## src/rtl/riscv_pkg.sv

```systemverilog
// Shared definitions for the data-memory path: default widths, requester
// port identifiers and the tag carried through the read-return pipe.
package riscv_pkg;

  localparam int ADDR_W_DEF = 32;
  localparam int DATA_W_DEF = 32;

  // Requester identifiers; a single bit is enough to name either port.
  localparam logic PORT_CORE = 1'b0;
  localparam logic PORT_LOAD = 1'b1;

  // Deepest memory read latency the return pipe is built to track.
  localparam int RD_LAT_MAX = 4;

  // One slot of the read-return pipe: valid marks a read in flight,
  // id names the port that issued it.
  typedef struct packed {
    logic valid;
    logic id;
  } rd_tag_t;

  // Under contention the port that did not win last time goes next.
  function automatic logic rr_winner(input logic last_gnt);
    return ~last_gnt;
  endfunction

endpackage : riscv_pkg

```

## src/rtl/rd_return_pipe.sv

```systemverilog
// Fixed-latency shift of read tags. A tag pushed in the grant cycle appears
// at the output exactly RD_LAT cycles later, when the memory presents the
// matching read data. Clearing is asynchronous so reads in flight at reset
// are dropped and never produce a return pulse.
module rd_return_pipe
  import riscv_pkg::*;
#(
  parameter int RD_LAT = 1
) (
  input  logic clk,
  input  logic reset,
  input  logic push_valid,
  input  logic push_id,
  output logic pop_valid,
  output logic pop_id
);

  // Only latencies the rest of the memory path supports are meaningful.
  if (RD_LAT < 1 || RD_LAT > RD_LAT_MAX) begin : g_bad_lat
    $error("rd_return_pipe: RD_LAT out of range");
  end

  rd_tag_t stage [RD_LAT];

  // Shift register: a new tag enters every cycle (writes and idle cycles
  // push an invalid tag), so the pipe can never fill up.
  always_ff @(posedge clk or negedge reset) begin
    if (!reset) begin
      for (int i = 0; i < RD_LAT; i++) begin
        stage[i] <= '0;
      end
    end else begin
      stage[0].valid <= push_valid;
      stage[0].id    <= push_id;
      for (int i = 1; i < RD_LAT; i++) begin
        stage[i] <= stage[i-1];
      end
    end
  end

  assign pop_valid = stage[RD_LAT-1].valid;
  assign pop_id    = stage[RD_LAT-1].id;

endmodule : rd_return_pipe

```

## src/rtl/dmem_arbiter.sv

```systemverilog
// Shares the single-ported data memory between the core load/store path
// (port 0) and the loader/debug master (port 1). Round-robin grant, a
// request mux towards the memory, a fixed-latency tag pipe that steers read
// data back to the issuing port, and a saturating count of contended cycles.
module dmem_arbiter
  import riscv_pkg::*;
#(
  parameter int ADDR_W = ADDR_W_DEF,
  parameter int DATA_W = DATA_W_DEF,
  parameter int RD_LAT = 1,
  parameter int CNT_W  = 16
) (
  input  logic              clk,
  input  logic              reset,
  input  logic              req0,
  input  logic              req1,
  input  logic              we0,
  input  logic              we1,
  input  logic [ADDR_W-1:0] addr0,
  input  logic [ADDR_W-1:0] addr1,
  input  logic [DATA_W-1:0] wdata0,
  input  logic [DATA_W-1:0] wdata1,
  output logic              gnt0,
  output logic              gnt1,
  output logic              rvalid0,
  output logic              rvalid1,
  output logic [DATA_W-1:0] rdata,
  output logic              mem_en,
  output logic              mem_we,
  output logic [ADDR_W-1:0] mem_addr,
  output logic [DATA_W-1:0] mem_wdata,
  input  logic [DATA_W-1:0] mem_rdata,
  output logic [CNT_W-1:0]  conflict_cnt
);

  logic last_gnt;
  logic pop_valid;
  logic pop_id;
  logic push_valid;
  logic push_id;

  // Grant decision, purely combinational so a lone requester is served in
  // the same cycle it asks. Nothing is granted while reset is asserted.
  always_comb begin
    gnt0 = 1'b0;
    gnt1 = 1'b0;
    if (reset) begin
      if (req0 && req1) begin
        if (rr_winner(last_gnt) == PORT_CORE) begin
          gnt0 = 1'b1;
        end else begin
          gnt1 = 1'b1;
        end
      end else if (req0) begin
        gnt0 = 1'b1;
      end else if (req1) begin
        gnt1 = 1'b1;
      end
    end
  end

  // Memory-side mux: the granted port drives the access; with no grant the
  // strobes stay low and port 0's address/data are passed through.
  always_comb begin
    mem_en    = 1'b0;
    mem_we    = 1'b0;
    mem_addr  = addr0;
    mem_wdata = wdata0;
    if (gnt0) begin
      mem_en = 1'b1;
      mem_we = we0;
    end else if (gnt1) begin
      mem_en    = 1'b1;
      mem_we    = we1;
      mem_addr  = addr1;
      mem_wdata = wdata1;
    end
  end

  // Remember who was served last; starting at port 1 lets port 0 win the
  // very first conflict after reset.
  always_ff @(posedge clk or negedge reset) begin
    if (!reset) begin
      last_gnt <= PORT_LOAD;
    end else if (gnt0) begin
      last_gnt <= PORT_CORE;
    end else if (gnt1) begin
      last_gnt <= PORT_LOAD;
    end
  end

  // Count cycles in which both ports want the memory, sticking at all-ones.
  always_ff @(posedge clk or negedge reset) begin
    if (!reset) begin
      conflict_cnt <= '0;
    end else if (req0 && req1 && (conflict_cnt != '1)) begin
      conflict_cnt <= conflict_cnt + CNT_W'(1);
    end
  end

  assign push_valid = mem_en & ~mem_we;
  assign push_id    = gnt1 ? PORT_LOAD : PORT_CORE;

  rd_return_pipe #(
    .RD_LAT (RD_LAT)
  ) u_rd_return_pipe (
    .clk        (clk),
    .reset      (reset),
    .push_valid (push_valid),
    .push_id    (push_id),
    .pop_valid  (pop_valid),
    .pop_id     (pop_id)
  );

  assign rvalid0 = pop_valid & (pop_id == PORT_CORE);
  assign rvalid1 = pop_valid & (pop_id == PORT_LOAD);
  assign rdata   = mem_rdata;

endmodule : dmem_arbiter

```

## config.mk

```make
export PLATFORM = sky130hd
export DESIGN_NAME = dmem_arbiter
export DESIGN_NICKNAME = d
export VERILOG_FILES = /design/src/rtl/riscv_pkg.sv /design/src/rtl/rd_return_pipe.sv /design/src/rtl/dmem_arbiter.sv
export SDC_FILE = /design/constraint.sdc
export NUM_CORES = 1
export LEC_CHECK = 0
export ABC_AREA = 1
export ABC_CLOCK_PERIOD_IN_PS = 1630
export CAP_MARGIN = 20
export CORE_AREA = 3 3 110 112
export DETAILED_ROUTE_END_ITERATION = 6
export DIE_AREA = 0 0 113 115
export PLACE_DENSITY = 0.7
export SLEW_MARGIN = 20
export SYNTH_ARGS = -nofsm -noshare
export SYNTH_HDL_FRONTEND = slang
export SYNTH_SLANG_ARGS = --single-unit
export TNS_END_PERCENT = 10
```

## constraint.sdc

```tcl
create_clock -name clk -period 1.63 [get_ports clk]
set_input_delay 0.489 -clock clk [delete_from_list [all_inputs] [get_ports clk]]
set_output_delay 0.489 -clock clk [all_outputs]
set_load 0.01 [all_outputs]
```

Word-level counts from Yosys, hierarchy flattened
Cells that the tools add are included.

Input port bits: 166. Register bits: 19. Output and inout bits: 118.

Eq/ne operators: 1. Muxes and demuxes: 19. Bitwise operators: 5. Reductions and logical operators: 3. Add/subtract/negate cells: 1.

Operators with widths (count): $mux W32 (4); $add A16 B1 Y16 const B (1); $ne A16 B16 Y1 const B (1); $mux W1 (15); $and A1 B1 Y1 (3); $logic_and A1 B1 Y1 (2); $not A1 Y1 (2); $reduce_bool A2 Y1 (1).

Depth between registers and ports, before layout
Depth after elaboration: 8. Mapped depth: 9. Mapped depth without buffers: 9.

By module
Synthesis repeated with hierarchy kept, for this count alone.

Cells, all modules: 418. Area, all modules: 2252.2 µm².

Modules (own cells, without submodules): dmem_arbiter (cells an instance 416, seq. area each 426.7 µm², instances 1, area each 2202.1 µm²); rd_return_pipe (cells an instance 2, seq. area each 50.0 µm², instances 1, area each 50.0 µm²).

Worst setup path after synthesis
OpenSTA, ideal clock, no wires.

Path kind: input to output. Start point: input port req0. End point: output port mem_addr[22]. Path buffers: 1. Data required time: 1141 ps. Arrival: 1236 ps. Slack: -95 ps. Cell stages on the path: 6. Cells stage by stage: nand2_1 nand3_2 inv_1 clkbuf_1 nand2_1 nand2_1.

Word-level cells in the longest chain between the ends: 5. Elaborated cells between the ends (all ways): 9. Those cells by class: mux (8); reduce/logical (1).

Ends and longest elaborated chain: from (decl) (RTL line dmem_arbiter.sv:15) `input logic req0,`; $mux W1 / $logic_and A1 B1 Y1 (equally long branches) (RTL line dmem_arbiter.sv:54, dmem_arbiter.sv:48); $mux W1 * (RTL line dmem_arbiter.sv:48) `if (req0 && req1) begin`; $mux W1 * (RTL line dmem_arbiter.sv:47) `if (reset) begin`; net gnt1 (RTL line dmem_arbiter.sv:24) `output logic gnt1,`; $mux W32 * (RTL line dmem_arbiter.sv:72) `end else if (gnt1) begin`; $mux W32 * (RTL line dmem_arbiter.sv:69) `if (gnt0) begin`; to (decl) (RTL line dmem_arbiter.sv:30) `output logic [ADDR_W-1:0] mem_addr,`.

Mark *: on every way through the listed nets, which the timed path passes. The rest lies on a longest branch.

Worst setup path after layout
Start point: register last_gnt. End point: output port mem_wdata[4].

Word-level cells in the longest chain between the ends: 5. Elaborated cells between the ends (all ways): 8. Those cells by class: mux (8).

Ends and longest elaborated chain: from (decl) (RTL line dmem_arbiter.sv:36) `logic last_gnt;`; from (signal assigned) (RTL line dmem_arbiter.sv:84) `last_gnt <= PORT_LOAD;`; from (signal assigned) (RTL line dmem_arbiter.sv:86) `last_gnt <= PORT_CORE;`; from (signal assigned) (RTL line dmem_arbiter.sv:88) `last_gnt <= PORT_LOAD;`; $mux W1 (RTL line dmem_arbiter.sv:49) `if (rr_winner(last_gnt) == PORT_CORE) begin`; $mux W1 (RTL line dmem_arbiter.sv:48); $mux W1 (RTL line dmem_arbiter.sv:47); $mux W32 (RTL line dmem_arbiter.sv:72); $mux W32 * (RTL line dmem_arbiter.sv:69); to (decl) (RTL line dmem_arbiter.sv:31) `output logic [DATA_W-1:0] mem_wdata,`.

Mark *: on every way between the ends. The rest lies on a longest branch, timed or not.

==> flow_summary.json <==
{
  "setup_ws_ps": -448,
  "timing_worst_slew_pin_value_ps": 315,
  "route.detailed.vias_per_inst": 4.26,
  "power_density_nw_per_um2": 513,
  "synth.yosys.warnings": 0,
  "detailed_place_hpwl_um": 10500,
  "power.leakage_nw": 2.54,
  "clk-insertion-delay-late_ps": 250,
  "critical_path.cell_chain": "nand2_2, nand3_4, clkinv_4, buf_8, clkbuf_16, nand2_4, nand2_4, buf_6",
  "synth.avg_cell_area_um2": 5.45,
  "via_count_of_the_first_global_routing_pass": 3180,
  "vias": 3268,
  "wirelength_um": 12800,
  "coreArea_um2": 11300,
  "synth_fp_nets": 576,
  "stdcell_count": 767,
  "cts_sinks": 19,
  "fillers": 1159,
  "congestion_overflow_gr": 0,
  "critical_path_peak_fanout": 5,
  "drc": 0,
  "die_h_um": 115,
  "fin_setup_tns_ps": -27070,
  "final.setup_skew_ps": 8.70,
  "synth.ff_latch_count": 19,
  "vdd_ir_drop_max_mv": 0.338,
  "cts-buffers-inserted": 3,
  "crit_path_frequent_cell": "nand2_4",
  "violations": "setup timing",
  "cell_area_after_synthesis_um2": 2230,
  "critPathRequiredTime_ps": 1140,
  "crit_arrival_ps": 1590,
  "synth.yosys.seq_area_share": 0.214,
  "first_pass_grt_wire_length_um": 18000,
  "global_route.usage.total": 0.181,
  "routed_wire_length_per_instance_um": 16.7,
  "detailedRoute.firstPassIterationCount": 4,
  "critical_path_top_delay_cell": "dfstp_2",
  "outcome": "complete, but fails checks",
  "final_antenna_net_count": 0,
  "max_freq_ghz": 0.481,
  "logic_depth_of_the_worst_register_to_register_path": 9,
  "chipWidth_um": 113,
  "cts_tree": "built",
  "relSlewSlack": 0.789,
  "fraction_of_final_layout_cells_sized_beyond_drive_strength_1": 0.355,
  "critical-path-top-delay-family": "flip-flops",
  "setup-violations-final": 68,
  "cts-root-buf": "clkbuf_16",
  "grt_start_max_net_pins": 25,
  "htree_levels": 1,
  "place.detailed.instances": 751,
  "ys_types": 22,
  "instance_count_on_the_critical_path": 8,
  "design.portCount": 284,
  "timing.critical_path.to_type": "output pin",
  "kind_of_critical_path": "reg2out",
  "final_min_period_over_clock_period": 1.28,
  "startpoint_kind_of_the_worst_setup_timing_path": "flop",
  "site_rows": 39,
  "final_nets": 791,
  "area_growth_pct": 124,
  "port_buffers": 219,
  "worst_path_largest_cell_delay_ps": 540,
  "fin_total_pwr_mw": 2.55,
  "timing.final.max_slew_violations": 0,
  "hold_path_class": "in2async",
  "antenna_found_initial": 5,
  "drtIter0Drc": 166,
  "grt_setup_unrepaired": "true",
  "worst-path-buf-inv": 4,
  "max_cap_violations": 0,
  "initial_core_util": 0.197,
  "netlist_instances": 409,
  "die_area_um2": 13000,
  "clock_tree_buffer_depth": 2,
  "hold_viol_final": 0,
  "gp_congestion": 0.827,
  "final_critical_delay_including_setup_and_external_delays_ps": 2080,
  "clk_transition_reported_paths_ps": 60
}
cells by family after synthesis:
group           after synthesis  share of synthesized area
fa+ha+maj                     1                    0.00561
flops                        19                      0.214
xor+xnor                      5                     0.0196
simple gates                312                      0.577
compound gates                5                     0.0123
buf+inv                      67                      0.172
path summary, 6_finish.rpt:
kind                                        from                    endpoint  slack (ps)
worst max register to register          last_gnt  u_rd_return_pipe.pop_valid         150
worst min-delay path                       reset             conflict_cnt[5]         350
worst max-delay path                    last_gnt                mem_wdata[4]        -450
min in group clk                conflict_cnt[15]            conflict_cnt[15]         530
worst min register to register  conflict_cnt[15]            conflict_cnt[15]         530
max in group asynchronous                  reset                    last_gnt        1060
layout by cell type (no fill, tap or decap):
cell type / synthesis / routed
nand2_1: 264 / 176
clkdlybuf4s50_1: 0 / 130
nand2_2: 8 / 85
buf_6: 0 / 42
buf_2: 9 / 30
buf_4: 32 / 22
inv_1: 21 / 20
dlygate4sd2_1: 0 / 19
dfrtp_1: 18 / 16
nor2_1: 14 / 14
nand2_4: 0 / 11
nand3_1: 9 / 9
nor2_4: 6 / 6
clkbuf_16: 0 / 6
nand4_1: 5 / 5
buf_12: 0 / 4
nor2_2: 3 / 3
o21ai_0: 3 / 3
xor2_1: 3 / 3
xnor2_1: 2 / 2
dfrtp_2: 0 / 2
buf_8: 0 / 2
diode_2: 0 / 1
o21bai_2: 0 / 1
nand3_4: 0 / 1
clkinv_4: 0 / 1
a21oi_1: 1 / 1
nand4_2: 1 / 1
nand3b_1: 1 / 1
ha_1: 1 / 1
clkinv_2: 0 / 1
buf_16: 0 / 1
clkdlybuf4s15_1: 0 / 1
clkdlybuf4s15_2: 0 / 1
dfstp_2: 1 / 1
dlymetal6s2s_1: 0 / 1
repair_timing:
item,CTS,global route
gates cloned,2,4
pin swaps,1,9
hold buffers,0,0
setup endpoints to repair,93,69
buffers inserted,4,2
gates resized for setup,337,75
hold endpoints to repair,0,0
cells in the mapped netlist (all sizes together):
cell | count | share of area
nand2 | 272 | 0.47
o21ai | 3 | 0.0067
clkbuf | 5 | 0.0084
dfstp | 1 | 0.012
o21bai | 1 | 0.0034
nand3 | 10 | 0.025
nor2 | 23 | 0.062
xnor2 | 2 | 0.0079
xor2 | 3 | 0.012
nand3b | 1 | 0.0034
nand4 | 6 | 0.020
buf | 41 | 0.13
ha | 1 | 0.0056
dfrtp | 18 | 0.20
inv | 21 | 0.035
a21oi | 1 | 0.0022
stage by stage:
| stage | hold WS, ps | util | setup slack, ps | area (µm²) |
|---|---|---|---|---|
| after CTS | 349 | 0.418 | -554 | 4730 |
| after detailed placement | 525 | 0.409 | -1110 | 4630 |
| final | 346 | 0.440 | -448 | 4980 |
| after global routing | 355 | 0.440 | -510 | 4980 |
| after floorplan | 193 | - | -11.9 | 2350 |
| after global placement | 517 | 0.409 | -1090 | 4630 |
power breakdown:
group / internal, mW / total [mW] / switching [mW]
registers: 0.528 / 0.573 / 0.0443
clock network: 0.329 / 0.508 / 0.179
logic: 0.818 / 1.47 / 0.656
total: 1.67 / 2.55 / 0.880
flip-flops by register name (all words and copies together), names as in the netlist:
name / cells
conflict_cnt: 16
u_rd_return_pipe.pop_id: 1
u_rd_return_pipe.pop_valid: 1
last_gnt: 1
final cells by class:
| type | instances | area, µm² | area share |
|---|---|---|---|
| Antenna cell | 1 | 2.50 | 0.000502 |
| Clock buffer | 3 | 75.1 | 0.0151 |
| Clock inverter | 1 | 5.00 | 0.00100 |
| Inverter | 21 | 83.8 | 0.0168 |
| Multi-Input combinational cell | 323 | 1660 | 0.332 |
| Sequential cell | 19 | 479 | 0.0962 |
| Tap cell | 143 | 179 | 0.0359 |
| Timing Repair Buffer | 256 | 2500 | 0.502 |
per-layer routing:
layer / global-route usage / wire length, µm / vias up
met3: 0.0632 / 1230 / 30
met4: 0.0441 / 244 / 10
li1: - / - / 1620
met5: 0 / 56 / -
met1: 0.266 / 6030 / 1438
met2: 0.250 / 5280 / 170
No activity file was read; power rests on OpenSTA's default activity.
==> RTL change, RTL diff (same flow settings) <==
Set the parameter `CNT_W` to 12 (it was 16).
--- a/src/rtl/dmem_arbiter.sv
+++ b/src/rtl/dmem_arbiter.sv
@@ -8,7 +8,7 @@
   parameter int ADDR_W = ADDR_W_DEF,
   parameter int DATA_W = DATA_W_DEF,
   parameter int RD_LAT = 1,
-  parameter int CNT_W  = 16
+  parameter int CNT_W  = 12
 ) (
   input  logic              clk,
   input  logic              reset,
Ports: changed (resized conflict_cnt); port bits go from 284 to 280. No check against the original RTL was run, so the function may have changed too.
==> RTL change against the unedited design <==
The run still ends with negative setup slack left; setup slack improved by 0.047 ns; synthesized area is 11% lower; sequential cell count decreased by 4; design area fell by 9.7%; via count fell by 11%; clock skew shrank 0.0051 ns; total power is 1.7% lower; routed wire length fell by 20%; highest routed layer unchanged.
==> RTL change: results <==
export IMPL_status="complete, but fails checks"
export IMPL_violations="negative setup slack"
export IMPL_setup_tns_ns=-24.14
export IMPL_multi_input_cells=283
export IMPL_synthTopCellsByArea="nand2_1 (46%), dfrtp_1 (18%), buf_4 (13%)"
export IMPL_seq_cells=15
export IMPL_grt_use_met3_pct=4.000
export IMPL_use_met2_pct=22.75
export IMPL_p_int_mw=1.603
export IMPL_switchingPower_mw=0.9088
export IMPL_reg2regPathDepth=8
export IMPL_gp_congestion=0.8002
export IMPL_port_buffers=215
export IMPL_vias_per_cell=4.081
export IMPL_power_leakage_nw=2.323
export IMPL_layout_setup_ws_ns=-0.4018
export IMPL_reg2reg_slack_ns=0.13
export IMPL_drive_above_1_share_pct=31.46
export IMPL_signal_buffers=252
export IMPL_grt_first_pass_wirelength_mm=14.12
export IMPL_met3_length_um=843
export IMPL_drt_iter0_drc=102
export IMPL_r2r_end="conflict_cnt[5]$_DFFE_PN0P_"
export IMPL_pwr_share_clk_pct=19.5
export IMPL_seq_share_pct=8.373
export IMPL_reg2reg_from="conflict_cnt[1]$_DFFE_PN0P_"
export IMPL_crit_path_end="mem_wdata[23]"
export IMPL_dp_final_hpwl_mm=7.670
export IMPL_n_all_inverters=15
export IMPL_post_cts_buffers=5
export IMPL_yosysSeqAreaShare_pct=19.04
export IMPL_wl_met2_mm=5.008
export IMPL_met1_usage_pct=17.19
export IMPL_crit_path_max_fanout=8
export IMPL_setup_viol=68
export IMPL_cts_resized=324
export IMPL_antenna_cells=0
export IMPL_antenna_found_initial=1
export IMPL_slew_headroom_pct=84.22
export IMPL_grt_total_usage_pct=13.54
export IMPL_vdd_drop_max_mv=0.5062
RTL change: stage by stage:
| stage | cell area (sq um) | std cells | setup slack [ns] |
|---|---|---|---|
| 2_1_floorplan | 1983 | 360 | -0.02919 |
| 3_3_place_gp | 4212 | 695 | -1.095 |
| 3_5_place_dp | 4212 | 695 | -1.100 |
| 4_1_cts | 4227 | 708 | -0.5636 |
| 5_1_grt | 4498 | 712 | -0.4589 |
| 6_report | 4498 | 712 | -0.4018 |
RTL change: worst max-delay path, stage by stage, from the launching register on:
cell	delay (ns)
dfstp_2	0.53
nand2_2	0.07
nand3_4	0.10
buf_6	0.17
buf_12	0.12
nand2_1	0.06
nand2_1	0.09
buf_2	0.14
RTL change: cell families after synthesis:
kind of cell / count (synthesis) / synth area share (%)
AND/OR/NAND/NOR: 272 / 56.36
adder cells (fa/ha/maj): 1 / 0.6324
AO/OA/AOI/OAI: 3 / 1.075
flip-flops: 15 / 19.04
XOR/XNOR: 7 / 3.479
buffers and inverters: 62 / 19.42
